### src/rtl/cpu_datapath.sv
// cpu_datapath -- 8-bit datapath executing the control unit's 16-bit control word.
//
// Shared OR-bus, MAR, MBR, IR, PC, D0, registered ALU with Z/C flags and a
// MEM_DEPTH-byte program/data memory with a bootload write port. MEM_DEPTH must
// be 16 so that the 4-bit address matches the IR operand field.
//
// Ports:
//   slowclk        system clock, rising edge
//   nReset         asynchronous active-low reset (memory is not reset)
//   ControlSignals control word: [1:0] FF, [7:2] bus enables EALU..EMSR,
//                  [13:8] loads CALU..CMAR, [14] W, [15] R
//   Bootload       1 = control word ignored, PC/MAR held at 0, boot port active
//   boot_we/boot_addr/boot_data  bootload memory write port
//   ir_out, pc_out, d0_out       register contents
//   bus_out        combinational bus value (0 while bootloading)
//   z_flag, c_flag ALU zero and carry/borrow flags (updated only on CALU)
//   bus_err        sticky bus contention flag
//
// Optional feature: define CPU_DATAPATH_BUSCHECK_EN to build contention
// detection; otherwise bus_err is tied to 0.
module cpu_datapath #(
   parameter int unsigned MEM_DEPTH = 16
) (
   input  logic        slowclk,
   input  logic        nReset,
   input  logic [15:0] ControlSignals,
   input  logic        Bootload,
   input  logic        boot_we,
   input  logic [3:0]  boot_addr,
   input  logic [7:0]  boot_data,
   output logic [7:0]  ir_out,
   output logic [3:0]  pc_out,
   output logic [7:0]  d0_out,
   output logic [7:0]  bus_out,
   output logic        z_flag,
   output logic        c_flag,
   output logic        bus_err
);

   localparam logic [1:0] FfAdd  = 2'b00;
   localparam logic [1:0] FfSub  = 2'b01;
   localparam logic [1:0] FfInc  = 2'b10;
   localparam logic [1:0] FfPass = 2'b11;

   logic [7:0] mem_q [MEM_DEPTH];
   logic [3:0] mar_q, mar_d, pc_q, pc_d;
   logic [7:0] mbr_q, mbr_d, ir_q, ir_d, d0_q, d0_d, alu_q, alu_d;
   logic       z_q, z_d, c_q, c_d;

   // While bootloading the control word is masked to zero, which also forces the bus to 0.
   logic [15:0] cw;
   assign cw = Bootload ? 16'h0000 : ControlSignals;

   logic [1:0] ff;
   logic e_alu, e_d0, e_pc, e_ir, e_mbr, e_msr;
   logic c_alu, c_d0, c_ir, c_pc, c_br, c_mar, wr, rd;

   assign ff    = cw[1:0];
   assign e_alu = cw[2];
   assign e_d0  = cw[3];
   assign e_pc  = cw[4];
   assign e_ir  = cw[5];
   assign e_mbr = cw[6];
   assign e_msr = cw[7];
   assign c_alu = cw[8];
   assign c_d0  = cw[9];
   assign c_ir  = cw[10];
   assign c_pc  = cw[11];
   assign c_br  = cw[12];
   assign c_mar = cw[13];
   assign wr    = cw[14];
   assign rd    = cw[15];

   // Wired-OR bus; memory drives only when both EMSR and R are set.
   logic [7:0] bus;
   always_comb begin
      bus = 8'h00;
      if (e_alu)      bus = bus | alu_q;
      if (e_d0)       bus = bus | d0_q;
      if (e_pc)       bus = bus | {4'b0000, pc_q};
      if (e_ir)       bus = bus | {4'b0000, ir_q[3:0]};
      if (e_mbr)      bus = bus | mbr_q;
      if (e_msr & rd) bus = bus | mem_q[mar_q];
   end

   // Bit 8 is carry-out for add/inc and borrow for sub (zero-extended subtraction).
   logic [8:0] alu_sum;
   always_comb begin
      alu_sum = 9'h000;
      case (ff)
         FfAdd:   alu_sum = {1'b0, d0_q} + {1'b0, bus};
         FfSub:   alu_sum = {1'b0, d0_q} - {1'b0, bus};
         FfInc:   alu_sum = {1'b0, bus} + 9'h001;
         FfPass:  alu_sum = {1'b0, bus};
         default: alu_sum = 9'h000;
      endcase
   end

   always_comb begin
      mar_d = mar_q;
      pc_d  = pc_q;
      mbr_d = mbr_q;
      ir_d  = ir_q;
      d0_d  = d0_q;
      alu_d = alu_q;
      z_d   = z_q;
      c_d   = c_q;
      if (Bootload) begin
         mar_d = 4'h0;
         pc_d  = 4'h0;
      end else begin
         if (c_mar) mar_d = bus[3:0];
         if (c_pc)  pc_d  = bus[3:0];
         if (c_br)  mbr_d = bus;
         if (c_ir)  ir_d  = bus;
         if (c_d0)  d0_d  = bus;
         if (c_alu) begin
            alu_d = alu_sum[7:0];
            c_d   = alu_sum[8];
            z_d   = (alu_sum[7:0] == 8'h00);
         end
      end
   end

   always_ff @(posedge slowclk or negedge nReset) begin
      if (!nReset) begin
         mar_q <= 4'h0;
         pc_q  <= 4'h0;
         mbr_q <= 8'h00;
         ir_q  <= 8'h00;
         d0_q  <= 8'h00;
         alu_q <= 8'h00;
         z_q   <= 1'b0;
         c_q   <= 1'b0;
      end else begin
         mar_q <= mar_d;
         pc_q  <= pc_d;
         mbr_q <= mbr_d;
         ir_q  <= ir_d;
         d0_q  <= d0_d;
         alu_q <= alu_d;
         z_q   <= z_d;
         c_q   <= c_d;
      end
   end

   // Memory survives reset so a bootloaded program persists across nReset.
   always_ff @(posedge slowclk) begin
      if (Bootload) begin
         if (boot_we) mem_q[boot_addr] <= boot_data;
      end else if (wr) begin
         mem_q[mar_q] <= bus;
      end
   end

`ifdef CPU_DATAPATH_BUSCHECK_EN
   logic [5:0] drv;
   logic       multi_drv;
   logic       bus_err_q;
   assign drv       = {e_alu, e_d0, e_pc, e_ir, e_mbr, e_msr & rd};
   // More than one bit set: clearing the lowest set bit leaves something.
   assign multi_drv = (drv & (drv - 6'd1)) != 6'd0;

   always_ff @(posedge slowclk or negedge nReset) begin
      if (!nReset)        bus_err_q <= 1'b0;
      else if (multi_drv) bus_err_q <= 1'b1;
   end
   assign bus_err = bus_err_q;
`else
   assign bus_err = 1'b0;
`endif

   assign ir_out  = ir_q;
   assign pc_out  = pc_q;
   assign d0_out  = d0_q;
   assign bus_out = bus;
   assign z_flag  = z_q;
   assign c_flag  = c_q;

endmodule

### config.mk
export PLATFORM = sky130hd
export DESIGN_NAME = cpu_datapath
export DESIGN_NICKNAME = d
export VERILOG_FILES = /design/src/rtl/cpu_datapath.sv
export SDC_FILE = /design/constraint.sdc
export NUM_CORES = 1
export LEC_CHECK = 0
export ABC_AREA = 1
export BUFFER_PORTS_ARGS = -buffer_cell sky130_fd_sc_hd__buf_4
export CAP_MARGIN = 20
export CORE_MARGIN = 2
export CORE_UTILIZATION = 37
export CTS_BUF_LIST = sky130_fd_sc_hd__clkbuf_8 sky130_fd_sc_hd__clkbuf_16
export DETAILED_ROUTE_END_ITERATION = 16
export PLACE_DENSITY = 0.51
export SYNTH_ARGS = -nofsm -noshare
export SYNTH_HDL_FRONTEND = slang
export SYNTH_SLANG_ARGS = --single-unit
### constraint.sdc
create_clock -name slowclk -period 2.9 [get_ports slowclk]
set_clock_uncertainty 0.2 [all_clocks]
set_input_delay 0.58 -clock slowclk [delete_from_list [all_inputs] [get_ports slowclk]]
set_output_delay 0.58 -clock slowclk [all_outputs]
set_load 0.01 [all_outputs]
==> Word level (Yosys, flattened, before mapping) <==
Memories as Yosys holds them, arrays and structs flattened.
Index checks and enable logic that the tools add are counted.
{ "word_totals": {"latchBits": 0, "mem_bits_ro": 0, "mem_count": 1, "out_inout_bits": 31, "in_bits": 32, "ram_bits": 128, "wordCells": 52, "ff_bits": 42} }
{ "classes": {"mux": 21, "div_mod_pow": 0, "eq_ne": 3, "shift": 0, "bitwise": 7, "multipliers": 0, "magnitude_cmp": 0, "addsub": 3, "n_reduce_logical": 9} }
{ "memory_table": {"columns": ["name", "words", "word_bits", "rd", "rd_clocked_by_memory_dff", "wr", "line_no", "rtl"], "rows": [
  ["mem_q", 16, 8, 1, 0, 1, "45", "logic [7:0] mem_q [MEM_DEPTH];"]
]} }
{ "op_table": {"columns": ["cell", "count"], "rows": [
  ["two-way mux 8 bit", 7],
  ["one-hot mux 9 bit (4 select lines)", 1],
  ["bitwise OR 8 bit", 3],
  ["two-way mux 4 bit", 5],
  ["two-way mux 16 bit", 1],
  ["bitwise OR 8 x 4 -> 8 bit", 2],
  ["adder 8 x 1 -> 9 bit (second input constant)", 1],
  ["adder 8 x 8 -> 9 bit", 1],
  ["subtractor 8 x 8 -> 9 bit", 1],
  ["logical NOT 8 bit", 1],
  ["AND reduction 2 bit", 4],
  ["OR reduction 8 bit", 1],
  ["two-way mux 1 bit", 7],
  ["== test 2 bit (second input constant)", 2],
  ["nonzero test 2 bit", 2],
  ["== test 2 x 1 -> 1 bit (second input constant)", 1],
  ["logical NOT 2 bit", 1],
  ["bitwise AND 1 bit", 1],
  ["inverter 1 bit", 1]
]} }

==> Longest topological paths before layout <==
{ "logic_depth": {"word_depth": 15, "depth_mapped": 25, "depth_no_buf": 23} }

==> Least setup slack after synthesis <==
Ideal clock, no wire load.
{ "synth_path": {"path_type": "input to register", "startpoint": "input port Bootload", "endpoint": "register z_q, in the netlist z_flag", "cell_stages": 17, "t_required_ns": 2.635, "t_arrival_ns": 2.942, "setup_slack_ns": -0.307, "setup_time_ns": 0.065, "n_path_buf": 1, "cell_sequence": "clkbuf_1 > nor3_1 > or2_2 > ha_1 > inv_1 > fa_1 > o21ai_0 > nand2_1 > nand2_1 > nand2_1 > nand2_1 > nand2_1 > nand3_1 > nand3_1 > nor2_1 > nand3_1 > nand2_1"} }
{ "synth_between": {"elab_chain_len": 15, "word_cells_on_any_way": 24, "classes_between": "add/sub (3); eq/ne (3); mux (8); bitwise (7); reduce/logical (3)"} }
{ "synth_lines": {"columns": ["item", "line_no", "rtl"], "rows": [
  ["from (decl)", "27", "input logic Bootload,"],
  ["two-way mux 16 bit", "52", "assign cw = Bootload ? 16'h0000 : ControlSignals;"],
  ["two-way mux 8 bit", "78", "if (e_alu) bus = bus | alu_q;"],
  ["bitwise OR 8 bit", "79", "if (e_d0) bus = bus | d0_q;"],
  ["two-way mux 8 bit", "79", null],
  ["bitwise OR 8 x 4 -> 8 bit", "80", "if (e_pc) bus = bus | {4'b0000, pc_q};"],
  ["two-way mux 8 bit", "80", null],
  ["bitwise OR 8 x 4 -> 8 bit", "81", "if (e_ir) bus = bus | {4'b0000, ir_q[3:0]};"],
  ["two-way mux 8 bit", "81", null],
  ["bitwise OR 8 bit", "82", "if (e_mbr) bus = bus | mbr_q;"],
  ["two-way mux 8 bit", "82", null],
  ["bitwise OR 8 bit", "83", "if (e_msr & rd) bus = bus | mem_q[mar_q];"],
  ["two-way mux 8 bit", "83", null],
  ["adder 8 x 1 -> 9 bit, or another cell as far along", "93", "FfInc: alu_sum = {1'b0, bus} + 9'h001;"],
  ["one-hot mux 9 bit (4 select lines)", "90", "case (ff)"],
  ["logical NOT 8 bit", "120", "z_d = (alu_sum[7:0] == 8'h00);"],
  ["to (signal assigned)", "142", "z_q <= z_d;"],
  ["to (decl)", "48", "logic z_q, z_d, c_q, c_d;"]
]} }
Several ways; a longest one is shown, not always the timed one.
A chain may end at the register's enable or synchronous reset.

==> Worst setup path in the final report <==
{ "layout_path": {"startpoint": "register mar_q[0]", "endpoint": "output port bus_out[3]"} }
{ "layout_between": {"elab_chain_len": 3} }
{ "layout_lines": {"columns": ["item", "line_no", "rtl"], "rows": [
  ["from (decl)", "46", "logic [3:0] mar_q, mar_d, pc_q, pc_d;"],
  ["from (signal assigned)", "136", "mar_q <= mar_d;"],
  ["memory read (16 x 8 bit)", null, null],
  ["bitwise OR 8 bit", "83", null],
  ["two-way mux 8 bit", "83", null],
  ["to (decl)", "34", "output logic [7:0] bus_out,"]
]} }
No other way between the ends.

==> results.md <==
* Run status: finished, violations left
* Failing checks: negative setup slack
* Fin util at 0.5247
* Ports at 63
* Die Y at approximately 150 microns
* Synth Instances at ~900
* Predominant post-synthesis flop cell: edfxtp_1
* Syn nets at 929
* Cell Count, Final, Fillers Out at approximately 1400
* Clk slew on worst S/H paths at ~0.070 ns
* Pleak at approximately 5.0 nW
* WL per Instance at approximately 18 microns
* Worst Setup Path Type: register to output port
* Final setup margin at -0.3097 ns
* Share of cells above drive strength 1 at 0.3541
* Pint at slightly above 6 mW
* Global-route wire length before repair at roughly 38 mm
* CP Data Arrival Time at approximately 2.4 ns
* Via/cell ratio at 4.994
* Period minus WS final at roughly 3.2 ns
* Sequential share of the synthesized area at 0.5990
* DRT Wirelength at ~25 mm
* Cells on worst reg2reg path at 21
* Power Density at approximately 850 nW/um^2
* Max VDD drop at 0.0004908 V
* Ys Warns at 0
* Final setup viols at 17
* Crit path launch type: register
* Clock sink total at 170
* R2R Setup Slk at -0.26 ns
* Row cnt at 54
* Total gr overflow at 0
* First-pass DRT Iterations at 5
* Vias post-DR at a little under 7000
* DP HPWL at ~17 mm
* Pre-CTS setup slack at -0.4552 ns
* Clock root cell: clkbuf_16
* Capture point of the worst path: bus_out[3]
* H-tree levels at 4
* Initial antenna violation count at 1
* CP required at between 2 and 2.5 ns
* Net switching share of the total power at 0.3670
* Worst Setup End Kind: output port
* Die area at about 23000 sq um
* Final GP Congestion at about 0.85
* Worst-path fanout max at 11
* Die Span X at about 150 microns
* Diodes inserted at 0
* 1st-iter DRT viols at approximately 520
* Final Max Tran Viols at 0
* Max cap viols at 0
* Ranking of synthesized cells by area: edfxtp_1 47%, dfrtp_1 13%, nand2_1 10%, nor2_1 5.0%, o21ai_0 4.9%
* Top cell type's share of synthesized area at 0.4704
* Placed insts at 1306
* Clock power share at 0.220
* Crit path from: mar_q[0]
* FFs w/ async S/R, synth at 0.2471
* Longest Clk Path Bufs at 2
* Yosys cell types at 34
* Largest net degree at the start of global routing at 43
* Slew of the pin with the lowest slew margin at 0.7576 ns
* Core area at approximately 22000 sq um
* Final ANT Viol Nets at 0
* Combinational power share at 0.464
* Max Fclk at roughly 310 MHz
* Fin crit share at 1.107
* Cell area after layout at between 10000 and 15000 sq um
* Sequential share of power at 0.316
* EDFF count, synth at between 100 and 150
* Nets at 1131
* Rel. slew slack at 0.4931
* Setup TNS at -3.071 ns
* Port bufs at 61
* Yosys top cell by area: edfxtp_1
* Final Hold Vio Count at 0
* Avg Cell Area, Syn at approximately 9.3 sq um
* Reg2reg start: mar_q[0]
* RSZ-0062 raised after global routing: true
* TritonCTS clock tree: yes
* Psw at ~3.5 mW
* Initial Util at 0.3756
* Worst-Skew Late Latency at ~0.44 ns
* Register bit total from synthesis at 170
* Placement Cell Area at 9866 sq um
* Vias in the first global route at 6719
* DRC viols at 0
* CTS Buf Count at 17
* Total Routing Usage GR at 0.2154
* Hold Crit Class: input port to register
* R2R Path End: z_flag
* Synth Cell Area at between 8000 and 9000 sq um
* Area grow syn2layout at 39.69%
[metal layers]
| layer | up-vias | part of all wire | track usage |
|---|---|---|---|
| li1 | 3346 | - | - |
| met1 | 3344 | 0.48 | 0.3029 |
| met3 | 31 | 0.031 | 0.03271 |
| met4 | 0 | 0.019 | 0.06526 |
| met2 | 136 | 0.47 | 0.3464 |
| met5 | - | 0 | 0 |
[layout make-up]
type | count | area (sq um)
Fill cell | 2007 | 10340
Sequential cell | 170 | 4896
Multi-Input combinational cell | 579 | 3314
Timing Repair Buffer | 216 | 1943
Clock buffer | 17 | 425.4
Inverter | 96 | 372.9
Tap cell | 280 | 350.3
Clock inverter | 15 | 112.6
[cell usage after synthesis, types with 3 or more instances]
master,n
a211oi_1,3
a21oi_1,24
a31oi_1,5
buf_2,11
buf_4,5
buf_6,4
clkbuf_1,13
dfrtp_1,42
edfxtp_1,128
ha_1,17
inv_1,91
inv_2,5
nand2_1,217
nand2_2,4
nand3_1,79
nor2_1,109
nor3_1,3
o21ai_0,80
o21ai_1,4
o22ai_1,7
or2_2,9
[stage by stage]
step / hold slack, ns / total power [mW]
finish: 0.1789 / 9.655
global route: 0.1965 / 10.20
CTS: 0.1683 / 9.217
detailed placement: 0.2726 / 6.515
global placement: 0.2685 / 6.513
floorplan: 0.08441 / 4.874
[critical path, stage by stage (launching register included)]
cell	delay (ns)
dfrtp_2	0.50
buf_12	0.18
buf_4	0.15
nand2_1	0.05
nand2_1	0.05
nand2_1	0.05
nand3_1	0.13
nand3_2	0.14
nand2_1	0.06
nand2_1	0.12
nand2_4	0.10
buf_4	0.16
buf_4	0.16
buf_4	0.15
[worst min-delay path by stage]
| stage | slack [ns] | to | cells after the start | start |
|---|---|---|---|---|
| floorplan | 0.08 | alu_q[0] | 0 | nReset |
| global placement | 0.27 | alu_q[3] | 2 | alu_q[3] |
| detailed placement | 0.27 | z_flag | 2 | z_flag |
| CTS | 0.17 | pc_out[0] | 3 | ControlSignals[11] |
| global route | 0.20 | mar_q[0] | 3 | ControlSignals[13] |
| finish | 0.18 | pc_out[0] | 3 | ControlSignals[11] |
[state kept, by name, indices dropped and copies added, names as in the netlist]
register and flops:
mem_q 128, d0_out 8, c_flag 1, alu_q 8, mbr_q 8, ir_out 8, pc_out 4, z_flag 1
mar_q 4
[power groups by stage]
stage	sequential [mW]	clock (mW)	combinational, mW
after floorplan	3.09	0	1.78
after global placement	3.09	0	3.43
after detailed placement	3.09	0	3.43
after CTS	3.05	2.15	4.02
after global routing	3.07	2.27	4.86
final	3.05	2.13	4.48
[repair_timing]
item                       CTS  global route
resized for setup           91           102
setup buffers               21            11
pin swaps                   38            49
hold buffers                 1             0
gates cloned                 2             0
hold endpoints to repair    42             0
setup endpoints to repair   16            17
[cell families (layout without fill, tap and decap cells)]
group                      Yosys count  count (layout)  synth area share
buffers and inverters              129             344           0.06691
muxes                                1               1          0.001378
AOI/OAI and AO/OA                  131             131           0.08590
DFF                                170             170            0.5990
xor gates and xnor gates             2               2          0.002144
and+or+nand+nor                    425             425            0.2133
adders and majority gates           19              19           0.03093
other                                1               1         0.0004589
[cells in the final DEF (no fill, tap or decap), types with 6 or more instances in the layout]
| master | synthesis | routed |
|---|---|---|
| inv_1 | 91 | 85 |
| buf_4 | 5 | 173 |
| buf_6 | 4 | 23 |
| o21ai_0 | 80 | 48 |
| nand2_2 | 4 | 35 |
| or2_2 | 9 | 9 |
| o21ai_2 | 0 | 11 |
| nand2_4 | 0 | 6 |
| o21ai_1 | 4 | 24 |
| nand2_1 | 217 | 180 |
| edfxtp_1 | 128 | 128 |
| o22ai_1 | 7 | 7 |
| buf_12 | 0 | 13 |
| a21oi_2 | 0 | 10 |
| ha_4 | 0 | 11 |
| inv_2 | 5 | 8 |
| a21oi_1 | 24 | 14 |
| nor2_1 | 109 | 100 |
| dfrtp_1 | 42 | 41 |
| ha_1 | 17 | 6 |
| nand3_1 | 79 | 47 |
| nand3_2 | 0 | 32 |
| clkbuf_16 | 0 | 17 |
No activity file was read; power rests on OpenSTA's default activity.
